--- src/rtl/neuron_mac.sv ---
// neuron_mac: sequential saturating multiply-accumulate neuron with valid/ready input and output handshakes
module neuron_mac #(
  parameter int N_INPUTS = 4,
  parameter int IN_W     = 5,
  parameter int ACC_W    = 12
) (
  input  logic             clk,
  input  logic             rst,
  input  logic             start,
  input  logic [ACC_W-1:0] bias,
  input  logic [IN_W-1:0]  x_in,
  input  logic [IN_W-1:0]  w_in,
  input  logic             in_valid,
  output logic             in_ready,
  output logic [ACC_W-1:0] out_data,
  output logic             out_valid,
  input  logic             out_ready,
  output logic             busy
);
  localparam int CW = (N_INPUTS > 1) ? $clog2(N_INPUTS) : 1;
  localparam logic [CW-1:0] LAST = CW'(N_INPUTS - 1);
  typedef enum logic [1:0] {IDLE, ACCUM, DONE} state_t;
  state_t state;
  logic [ACC_W-1:0] acc;
  logic [CW-1:0] cnt;
  logic [2*IN_W-1:0] p;
  logic [ACC_W:0] s;
  logic [ACC_W-1:0] sat;
  // low 2*IN_W bits of the product of sign-extended operands are the exact signed product
  always_comb begin
    p = {{IN_W{x_in[IN_W-1]}}, x_in} * {{IN_W{w_in[IN_W-1]}}, w_in};
    s = {acc[ACC_W-1], acc} + {{(ACC_W+1-2*IN_W){p[2*IN_W-1]}}, p};
    sat = (s[ACC_W] ^ s[ACC_W-1]) ? {s[ACC_W], {(ACC_W-1){~s[ACC_W]}}} : s[ACC_W-1:0];
  end
  assign in_ready  = state == ACCUM;
  assign out_valid = state == DONE;
  assign busy      = state != IDLE;
  assign out_data  = acc;
  always_ff @(posedge clk or negedge rst) begin
    if (!rst) begin
      state <= IDLE;
      acc   <= '0;
      cnt   <= '0;
    end else begin
      case (state)
        IDLE: if (start) begin
          acc   <= bias;
          cnt   <= '0;
          state <= ACCUM;
        end
        ACCUM: if (in_valid) begin
          acc <= sat;
          cnt <= cnt + CW'(1);
          if (cnt == LAST) state <= DONE;
        end
        DONE: if (out_ready) state <= IDLE;
        default: state <= IDLE;
      endcase
    end
  end
endmodule

--- config.mk ---
export PLATFORM = sky130hd
export DESIGN_NAME = neuron_mac
export DESIGN_NICKNAME = d
export VERILOG_FILES = /design/src/rtl/neuron_mac.sv
export SDC_FILE = /design/constraint.sdc
export NUM_CORES = 1
export LEC_CHECK = 0
export ABC_AREA = 1
export BUFFER_PORTS_ARGS = -buffer_cell sky130_fd_sc_hd__buf_2
export CAP_MARGIN = 15
export CORE_UTILIZATION = 25
export CTS_CLUSTER_SIZE = 8
export DETAILED_ROUTE_END_ITERATION = 10
export GPL_ROUTABILITY_DRIVEN = 1
export SLEW_MARGIN = 0
export SYNTH_ARGS = -nofsm -noshare
export SYNTH_HDL_FRONTEND = slang
export SYNTH_SLANG_ARGS = --single-unit
--- constraint.sdc ---
create_clock -name clk -period 6.55 [get_ports clk]
set_input_delay 0.9825 -clock clk [delete_from_list [all_inputs] [get_ports clk]]
set_output_delay 0.9825 -clock clk [all_outputs]
set_load 0.01 [all_outputs]
==> reports/summary.md, run 1 <==
The floorplan die width was 103.4 um; the depth of the worst register-to-register path was 18. The clock period could shrink to 4951 ps. The flow ran to the end, and the final reports show no timing, DRC or antenna violations. The HPWL reported at the end of detailed placement is 5035 um. At the worst endpoint, the required time is 6690 ps. By count the netlist is led by nand2_1, inv_1, fa_1, ha_1, nor2_1. Entering global routing, the biggest net connects 23 pins. The core area is 0.009864 mm2, and the area of the mapped netlist is 0.002569 mm2.

The count of port buffers added during placement was 41. Walking the worst path, the cells encountered are buf_2, inv_1, or2_2, fa_1, fa_1, inv_1, fa_1, fa_1, fa_1, nand3_1, nand2_1, nand2_1, nand3_1, nand2_1, nand3_2, nand3_1, nand2_1, nand2_1, nand2_1. From synthesis to final layout, the design area changed by 15.05%.

TritonCTS built the clock tree. The overall routed net length is 5719 um. The worst path buffer plus inverter count was 3; the worst-case headroom to the max-slew limit was 0.5423.

Setup violations remaining at the end of the flow were counted as 0. Using the TritonRoute via totals, the vias-per-cell ratio works out to 4.189. In this run the critical register-to-register path is captured at out_data[2]$_DFFE_PN0P_. The tools report the number of global-route vias before repair as 2198. The run gives 1091 as the layout filler cell count. The cell type with the largest total area after synthesis is fa_1. The XOR/XNOR share of the synthesized area works out to 0.02387. For this run, the slowest stage of the critical path takes 570 ps.

The total area of sequential cells was 400.4 um2. The top flip-flop cell by instance count after synthesis was dfrtp_1. By area, the combinational part of the netlist is dominated by adder cells.

After routing, the total negative slack on setup checks comes to 0 ps. Die boundary height: 103.4 um. The worst path meets setup with 1599 ps of slack. The fraction of synthesized area in multiplexers is 0, and the clock buffer count from CTS is 3.

Dividing the detail-routed wire length by the instance count gives 11.04 um. The tools report the worst min-delay path endpoint as cnt[0]$_DFFE_PN0P_. The adder-cell share of the synthesized area was 0.3916; the count of hold buffers inserted by post-cts repair was 0. Synthesis handed over a netlist of 346 instances. The tools report the worst reg-to-reg setup slack as 2600 ps. The post-synthesis simple-gate area fraction was 0.2776. The worst setup path is captured at a flop. The worst hold path belongs to the class flop to flop. The number of synthesized flops with an enable pin works out to 0.

The library cell contributing the largest single delay on the critical path was fa_1. The tools report the master cell of the clock root buffer as clkbuf_8. The count of cells in the finished layout, fillers not included, comes to 518. The count of pins over their slew limit is 0, and the total of flip-flops plus latches after synthesis is 16. Total number of H-tree levels: 1. The number of antenna diodes in the final layout is 0.

For this run, the detailed router's first-pass iteration total came to 4. For the number of max-cap violations, the log shows 0. The initial core utilization was 0.2604; the number of endpoints with negative hold slack in the final report was 0. The number of different library cells used by synthesis comes to 24. The total via count after detailed routing was 2170; the final period utilization was 0.7559. For the number of DRC markers in iteration 0, the log shows 58. The tools report the number of buffers inserted to repair setup after CTS as 0. The kind of critical path is primary input to flop.

The die covers 0.01068 mm2. Among cell families on the critical path, the largest total delay comes from adder cells. The tools report the count of warnings emitted by yosys as 0.

Share of synthesized flip-flops with an asynchronous set or reset: 1.000. The tree built by TritonCTS fans out to 16 sinks. STA classifies the critical path startpoint as a primary input. The tools report the startpoint of the lowest-slack hold path as cnt[0]$_DFFE_PN0P_. The fraction of final layout cells with drive strength greater than 1 was 0.1584; the compound-cell area share of the yosys netlist was 0.04189. The average instance area after synthesis works out to 7.424 um2.

In this design, the critical path's most frequently occurring cell is nand2_1. In the final layout, the multi-input gates occupy 0.001888 mm2. The final estimated routing congestion in global placement was 0.7999. The share of the synthesized area in the top cell type is 0.2650. The I/O pin count was 42. The clock passes through at most 2 buffers. The initial antenna violation count came out at 0.

For the data arrival time of the critical path, the log shows 5090 ps. The most frequent cell after synthesis was nand2_1. By area the synthesized netlist is led by fa_1, nand2_1, dfrtp_1. The clock arrives with 2.933 ps of skew.

At the later pin of the worst-skew pair, clock insertion delay measures 250 ps. The total number of placement rows is 36, and the first-pass GRT wire length is 9949 um. The tools report the net count reported at finish as 473. The post-cts resize count was 0. The startpoint identified for the worst register-to-register timing path is out_data[3]$_DFFE_PN0P_. Overall fraction of global-route tracks in use: 0.1191. Of all nets on the critical path, the largest fanout is 11. For the pin with the worst max-slew slack, the measured transition is 684.9 ps.

For this run, the top clock speed supported by timing is 202.0 MHz. Global routing finished with a remaining overflow of 0. Prior to clock tree synthesis, the placed netlist has a worst setup slack of 1338 ps.

The tools report the register area share after synthesis as 0.1559. The clock-pin slew on the worst setup and hold paths was 60 ps. Setup repair after global routing left no endpoint under its margin. In this run the remaining antenna-violating nets after routing total 0.

The number of placed cells counting well taps was 514; the number of cells on the worst hold path was 1. In the routed design, unresolved DRC markers number 0. The run gives 433 as the synthesized net count.
==> how the worst max path moves through the flow <==
stage	end	startpoint	slack [ps]	cells past startpoint
4_1_cts	out_data[2]$_DFFE_PN0P_	w_in[4]	1600	19
3_5_place_dp	out_data[9]$_DFFE_PN0P_	w_in[4]	1340	19
5_1_grt	out_data[10]$_DFFE_PN0P_	w_in[4]	1300	19
6_report	out_data[2]$_DFFE_PN0P_	w_in[4]	1600	19
2_1_floorplan	out_data[0]$_DFFE_PN0P_	w_in[4]	1720	19
3_3_place_gp	out_data[10]$_DFFE_PN0P_	w_in[4]	1410	21
==> logic make-up (layout without fill, tap and decap cells) <==
kind of cell             count (synthesis)  in the layout
AND/OR/NAND/NOR                        174            174
buffers and inverters                   70            109
adder cells (fa/ha/maj)                 60             60
AO/OA/AOI/OAI                           19             19
flip-flops                              16             16
XOR/XNOR                                 7              7
==> stage by stage <==
stage	cell area, um2	util	hold WS (ps)
5_1_grt	2955	0.2996	516.7
3_5_place_dp	2900	0.2940	476.6
6_report	2955	0.2996	484.0
2_1_floorplan	2569	-	445.9
3_3_place_gp	2900	0.2940	461.9
4_1_cts	2955	0.2996	490.9
==> metal layers <==
metal / part of all wire / track usage
met5: 0 / 0
met4: 0.0072 / 0.01625
met3: 0.030 / 0.01546
met2: 0.49 / 0.2170
met1: 0.47 / 0.1530
==> worst reg2reg max path: stages (launching register included) <==
cell	delay, ps
dfrtp_1	370
inv_1	80
fa_1	540
inv_1	40
ha_1	300
fa_1	500
ha_1	310
ha_1	270
fa_1	410
nand3_1	90
nand2_1	100
nand2_1	110
nand3_1	80
nand2_1	110
nand3_2	210
nand3_1	140
nand2_1	60
nand2_1	60
nand2_1	50
==> final cells by class <==
cell class                 count  share of cell area
clock buffer                   4             0.01863
inverter                      64             0.08129
multi-input combinational    260              0.6389
sequential                    16              0.1355
tap                          133             0.05631
timing repair buffer          41             0.06943
==> flip-flops by register name, summed over array words and instances (netlist names) <==
| name | flops |
|---|---|
| state | 2 |
| out_data | 12 |
| cnt | 2 |
==> cells in the final DEF, fill, tap and decap left out, types with 6 or more instances in the layout <==
master,Yosys,final
nand3_1,14,14
or2_2,6,6
fa_1,34,34
nand2_1,124,124
dfrtp_1,16,16
inv_1,63,63
ha_1,26,26
nor2_1,22,22
a21oi_1,8,8
buf_2,2,41
Power of run 1 is left out: the tool's default activity adds up to more than one toggle a clock period on the data nets, which glitch-free logic cannot reach.
==> run 2, diff against run 1 <==
==> constraint.sdc (replaced) <==
create_clock -name clk -period 4.6 [get_ports clk]
set_input_delay 0.69 -clock clk [delete_from_list [all_inputs] [get_ports clk]]
set_output_delay 0.69 -clock clk [all_outputs]
set_load 0.01 [all_outputs]
==> run 2 against run 1 <==
Effect of this change:
- flip-flop and latch count unchanged
- register-to-register slack got worse by 1900 ps
- cell area increased by 8.0%
- routed wire length increased by 3.5%
- cell count increased by 4.8%
- sequential share of layout area decreased by 1.0 points
- critical path depth increased by 1
- via count increased by 4.8%
- global-route usage increased by 0.31 points
- non-clock buffer count increased by 25
==> reports/summary.md, run 2 (synthesized netlist as in run 1, its figures left out) <==
The run finished with clean final reports. The die area is 0.01068 mm2 (unchanged). Worst hold path class: primary input to asynchronous set/reset pin (was flop to flop). The cell with the most instances on the worst path is nand2_1 (unchanged).

The largest stage delay on the critical path was 550 ps (was 570 ps); the clock buffer count from CTS was 3 (unchanged). Area added between synthesis and finish: 24.21% (was 15.05%). The tools report the total number of placement rows as 36 (unchanged). For the total area of sequential cells, the log shows 400.4 um2 (unchanged). The initial core utilization came out at 0.2604 (unchanged).

Element type at the critical path start: a primary input (unchanged). The worst-case headroom to the max-slew limit is 0.5383 (was 0.5423), and the post-place instance area is 0.003080 mm2 (was 0.002900 mm2). The tools report the endpoint type of the worst setup path as a flop (unchanged). The clock-pin slew on the worst setup and hold paths was 70 ps (was 60 ps); the initial antenna violation count was 0 (unchanged). Later-pin clock latency in the skew report: 250 ps (about the same). The run gives 0 (unchanged) as the DRC violations left. The overall routed net length is 5922 um (was 5719 um), and the number of DRC markers in iteration 0 is 51 (was 58).

First-pass GRT wire length: 10410 um (was 9949 um). The total number of H-tree levels is 1 (unchanged). Worst path buffer plus inverter count: 3 (unchanged). The measured slew at the worst slew-check pin came out at 690.8 ps (was 684.9 ps).

The library cell contributing the largest single delay on the critical path was fa_1 (unchanged). The tools report the number of antenna cells inserted as 0 (unchanged). The die boundary height was 103.4 um (unchanged). The worst endpoint required time came out at 4740 ps (was 6690 ps). For the HPWL reported at the end of detailed placement, the log shows 5128 um (was 5035 um).

The core area came out at 0.009864 mm2 (unchanged). The floorplan die width was 103.4 um (unchanged). The run gives 0.003191 mm2 (was 0.002955 mm2) as the cell area after layout. The overall fraction of global-route tracks in use came out at 0.1221 (was 0.1191). Top cell family by delay on the critical path: adder cells (unchanged). The net count reported at finish came out at 498 (was 473).

The smallest clock period supported by the final layout is computed as 4316 ps. Number of global-route vias before repair: 2406 (was 2198). The final period utilization works out to 0.9383. Setup repair after global routing left no endpoint under its margin. The routed wirelength normalized by instance count works out to 10.91 um (was 11.04 um). The tools report the data arrival time of the critical path as 4460 ps (was 5090 ps). The startpoint of the lowest-slack register-to-register path was out_data[8]$_DFFE_PN0P_ (was out_data[3]$_DFFE_PN0P_).

For this run, the top clock speed supported by timing is 231.7 MHz. The tools report the count of hold buffers inserted by post-cts repair as 0 (unchanged). For the total via count after detailed routing, the log shows 2274 (was 2170). The count of pins over their slew limit was 0 (unchanged). The run gives 0 (unchanged) as the number of routed nets with antenna violations.

The residual overflow from global routing is 0 (unchanged), and the maximum fanout count along the critical path is 6 (was 11). The maximum clock skew at final layout was 1.382 ps (was 2.933 ps); the layout filler cell count was 1036 (was 1091). Crit path cell chain: buf_2, or2_2, fa_1, fa_1, inv_1, fa_1, fa_2, fa_2, nand3_1, nand2_1, nand2_1, nand2_1, nand2_1, nand2_1, nand3_2, nand2_2, inv_4, nand2_1, nand2_1, nand2_1 (was buf_2, inv_1, or2_2, fa_1, fa_1, inv_1, fa_1, fa_1, fa_1, nand3_1, nand2_1, nand2_1, nand3_1, nand2_1, nand3_2, nand3_1, nand2_1, nand2_1, nand2_1).

The I/O pin count came out at 42 (unchanged). The number of buffers on the longest clock path is 2 (unchanged). The master cell of the clock root buffer is clkbuf_8 (unchanged). The number of flip-flops under the largest register name came out at 12 (unchanged).

Commonest non-fill, non-tap cells in the layout: nand2_1, inv_1, buf_2 (unchanged). The number of max-cap violations is 0 (unchanged). The routed via count divided by cell count works out to 4.188 (was 4.189).

The critical path startpoint was x_in[0] (was w_in[4]). The kind of critical path was primary input to flop (unchanged). Most common cell after layout, fill and taps aside: nand2_1 (unchanged). The logs give 0 (unchanged) for the final number of setup-violating endpoints and 23 (unchanged) for the maximum number of pins on one net before global-route repair. The fraction of final layout cells with drive strength greater than 1 was 0.2317 (was 0.1584). TritonCTS built the clock tree.

The length of the first detailed-routing pass in iterations came out at 4 (unchanged). The logs give 16 (unchanged) for the CTS sink count and 0 (unchanged) for the number of endpoints with negative hold slack in the final report. The tools report the final estimated routing congestion in global placement as 0.8058 (was 0.7999). The tools report the area occupied by multi-input gates as 0.001933 mm2 (was 0.001888 mm2).

The count of port buffers added during placement was 41 (unchanged).
## run 2: layer usage
| metal | up-vias | part of all wire | track usage |
|---|---|---|---|
| li1 | 1169 | - | - |
| met1 | 1060 | 0.47 | 0.1565 |
| met2 | 39 | 0.48 | 0.2175 |
| met3 | 6 | 0.033 | 0.02151 |
| met4 | 0 | 0.016 | 0.01950 |
| met5 | - | 0 | 0 |
## run 2: path summary, 6_finish.rpt
check                                      endpoint  slack [ps]  cells past startpoint
max in group asynchronous        cnt[1]$_DFFE_PN0P_        3980                      1
min in group clk                 cnt[1]$_DFFE_PN0P_         480                      2
min                         out_data[1]$_DFFE_PN0P_         350                      1
min reg2reg                      cnt[1]$_DFFE_PN0P_         480                      2
max reg2reg                out_data[10]$_DFFE_PN0P_         700                     19
max                        out_data[10]$_DFFE_PN0P_         280                     20
## run 2: final cells by class
| class | count | area share |
|---|---|---|
| multi-input combinational | 260 | 0.6059 |
| sequential | 16 | 0.1255 |
| timing repair buffer | 66 | 0.1231 |
| inverter | 64 | 0.07608 |
| tap | 133 | 0.05216 |
| clock buffer | 4 | 0.01725 |
## run 2: through the flow
| stage | util | setup WS, ps | hold slack, ps | TNS [ps] | std cells |
|---|---|---|---|---|---|
| floorplan | - | 62.00 | 394.4 | 0 | 346 |
| finish | 0.3234 | 283.6 | 348.7 | 0 | 543 |
| detailed placement | 0.3123 | -168.2 | 472.5 | -1727 | 538 |
| global route | 0.3234 | 6.096 | 377.1 | 0 | 543 |
| CTS | 0.3179 | 75.00 | 365.9 | 0 | 542 |
| global placement | 0.3123 | -156.4 | 462.9 | -1367 | 538 |
## run 2: repair_timing
action                     CTS  global route
buffers inserted             0             1
resized for setup            0            12
setup endpoints to repair    0            11
## run 2: worst reg2reg max path: stages (launching register included)
cell and delay, ps:
dfrtp_1 460, fa_1 550, inv_1 50, fa_1 470
inv_1 50, fa_1 470, ha_1 310, ha_1 350
nand2_1 80, nand2_1 60, a21oi_1 240, nand2_1 110
nand2_1 60, nand2_1 60, nand3_2 90, nand2_2 100
inv_4 120, nand2_1 70, nand2_1 60, nand2_1 40
Power of run 2 is left out for the same reason.
==> run 3, diff against run 2 <==
==> constraint.sdc (replaced) <==
create_clock -name clk -period 4.6 [get_ports clk]
set_input_delay 0.46 -clock clk [delete_from_list [all_inputs] [get_ports clk]]
set_output_delay 0.46 -clock clk [all_outputs]
set_load 0.01 [all_outputs]
==> run 3 against run 2 <==
Effect of this change:
- routed wire length shrank 0.42%
- highest routed layer is now met3
- register-to-register slack got worse by 80 ps
- global-route usage up 0.21 points
- critical path type unchanged
==> reports/summary.md, run 3 (synthesized netlist as in run 1, its figures left out) <==
The kind of critical path is primary input to flop (unchanged). The clock-pin slew on the worst setup and hold paths was 70 ps (about the same); the depth of the worst register-to-register path was 19 (unchanged). The tools report the count of pins over their slew limit as 0 (unchanged). The final critical delay including setup and external delays is 4315 ps (was 4316 ps), and the number of DRC markers in iteration 0 is 70 (was 51). The tools report the residual overflow from global routing as 0 (unchanged). The DRC violations left was 0 (unchanged). The flow ran to the end, and the final reports show no timing, DRC or antenna violations.

The aggregate negative setup slack was 0 ps (unchanged); the total number of H-tree levels was 1 (unchanged). The run gives 620 ps (was 700 ps) as the worst reg-to-reg setup slack. Most common cell after layout, fill and taps aside: nand2_1 (unchanged). The length of the first detailed-routing pass in iterations is 5 (was 4).

Number of endpoints with negative hold slack in the final report: 0 (unchanged). The highest attainable clock frequency is 231.7 MHz (about the same). The later-pin clock latency in the skew report was 250 ps (about the same). The maximum clock skew at final layout was 4.290 ps (was 1.382 ps). The tools report the maximum number of pins on one net before global-route repair as 23 (unchanged). Final period utilization: 0.9381 (was 0.9383). The core area is 0.009864 mm2 (unchanged), and the final estimated routing congestion in global placement is 0.7833 (was 0.8058). The number of antenna cells inserted came out at 0 (unchanged). The endpoint of the most critical register-to-register path is out_data[10]$_DFFE_PN0P_ (unchanged). The routed wirelength normalized by instance count was 11.32 um (was 10.91 um). Worst hold path class: primary input to asynchronous set/reset pin (unchanged).

The routed via count divided by cell count came out at 4.253 (was 4.188). The logs give 0.02487 (was 0.02151) for the global-route track usage on met3 and 2216 (was 2274) for the total via count after detailed routing. The die area was 0.01068 mm2 (unchanged).

The I/O pin count was 42 (unchanged). The tools report the initial antenna violation count as 0 (unchanged). The logs give 10460 um (was 10410 um) for the first-pass GRT wire length and 4740 ps (about the same) for the worst endpoint required time.

TritonCTS built the clock tree. The overall fraction of global-route tracks in use came out at 0.1243 (was 0.1221). Commonest non-fill, non-tap cells in the layout: nand2_1, inv_1, buf_2 (unchanged).

The count of port buffers added during placement is 41 (unchanged). For the layout filler cell count, the log shows 1080 (was 1036). The tools report the endpoint type of the worst setup path as a flop (unchanged).

Element type at the critical path start: a primary input (unchanged). The measured slew at the worst slew-check pin was 687.4 ps (was 690.8 ps); the CTS sink count was 16 (unchanged). Area added between synthesis and finish: 16.17% (was 24.21%).

The die boundary height was 103.4 um (unchanged). The master cell of the clock root buffer is clkbuf_8 (unchanged). The fraction of final layout cells with drive strength greater than 1 came out at 0.1727 (was 0.2317). The HPWL reported at the end of detailed placement was 5103 um (was 5128 um); the initial core utilization was 0.2604 (unchanged). The number of global-route vias before repair is 2298 (was 2406), and the net count reported at finish is 476 (was 498).

The tools report the fraction of met2 tracks used by global routing as 0.2298 (was 0.2175). Setup repair after global routing left no endpoint under its margin. The run gives 36 (unchanged) as the total number of placement rows. Busiest metal layer after global routing: met2 (unchanged).

The maximum fanout count along the critical path was 6 (unchanged); the final number of setup-violating endpoints was 0 (unchanged). The tools report the clock buffer count from CTS as 3 (unchanged). The number of max-cap violations was 0 (unchanged). The critical path startpoint is x_in[0] (unchanged). The number of flip-flops under the largest register name was 12 (unchanged).

The tools report the startpoint of the lowest-slack register-to-register path as out_data[9]$_DFFE_PN0P_ (was out_data[8]$_DFFE_PN0P_). The fraction of met1 tracks used by global routing is 0.1558 (was 0.1565), and the overall routed net length is 5897 um (was 5922 um). The worst-case headroom to the max-slew limit was 0.5406 (was 0.5383); the data arrival time of the critical path was 4460 ps (about the same).

The run gives 0 (unchanged) as the number of routed nets with antenna violations. The number of buffers on the longest clock path is 2 (unchanged), and the floorplan die width is 103.4 um (unchanged).
==> run 3: worst max path at each step <==
stage,end,slack [ps],cells after the start
after floorplan,out_data[0]$_DFFE_PN0P_,290,19
after global placement,out_data[10]$_DFFE_PN0P_,50,20
after detailed placement,out_data[10]$_DFFE_PN0P_,-30,22
after CTS,out_data[10]$_DFFE_PN0P_,230,22
after global routing,out_data[4]$_DFFE_PN0P_,6,19
final,out_data[10]$_DFFE_PN0P_,280,20
==> run 3: cell type report <==
cell class	instances	area [um2]	share of cell area
timing repair buffer	44	227.7	0.07631
sequential	16	400.4	0.1342
tap	133	166.4	0.05577
multi-input combinational	260	1891	0.6335
inverter	64	244.0	0.08176
clock buffer	4	55.05	0.01845
==> run 3: per-layer routing <==
layer  up-vias  wire [um]
met4         0          0
met3         0        219
met1      1048       2722
li1       1126          -
met2        42       2955
met5         -          0
==> run 3: timing repair <==
action	CTS	global route
gates resized for setup	0	3
hold buffers	0	0
setup buffers	0	1
endpoints found under the setup margin	0	11
==> run 3: stage by stage <==
step	area [um2]	util	setup slack (ps)	hold WS, ps	std cells
2_1_floorplan	2569	-	292.0	164.4	346
3_3_place_gp	2915	0.2955	46.16	397.9	516
3_5_place_dp	2915	0.2955	-29.70	412.0	516
4_1_cts	2970	0.3011	229.8	138.2	520
5_1_grt	2984	0.3025	5.655	139.0	521
6_report	2984	0.3025	284.7	124.3	521
==> run 3: critical path, cell delays in order <==
cell,delay [ps]
buf_2,120
or2_2,310
fa_1,510
fa_1,540
inv_1,60
fa_1,570
fa_1,470
fa_1,470
nand3_1,80
nand2_1,70
nand2_1,100
nand2_1,70
nand2_1,60
nand2_1,50
nand3_2,90
nand2_2,90
inv_2,130
nand2_1,80
nand2_1,60
nand2_1,40
Power of run 3 is left out for the same reason.
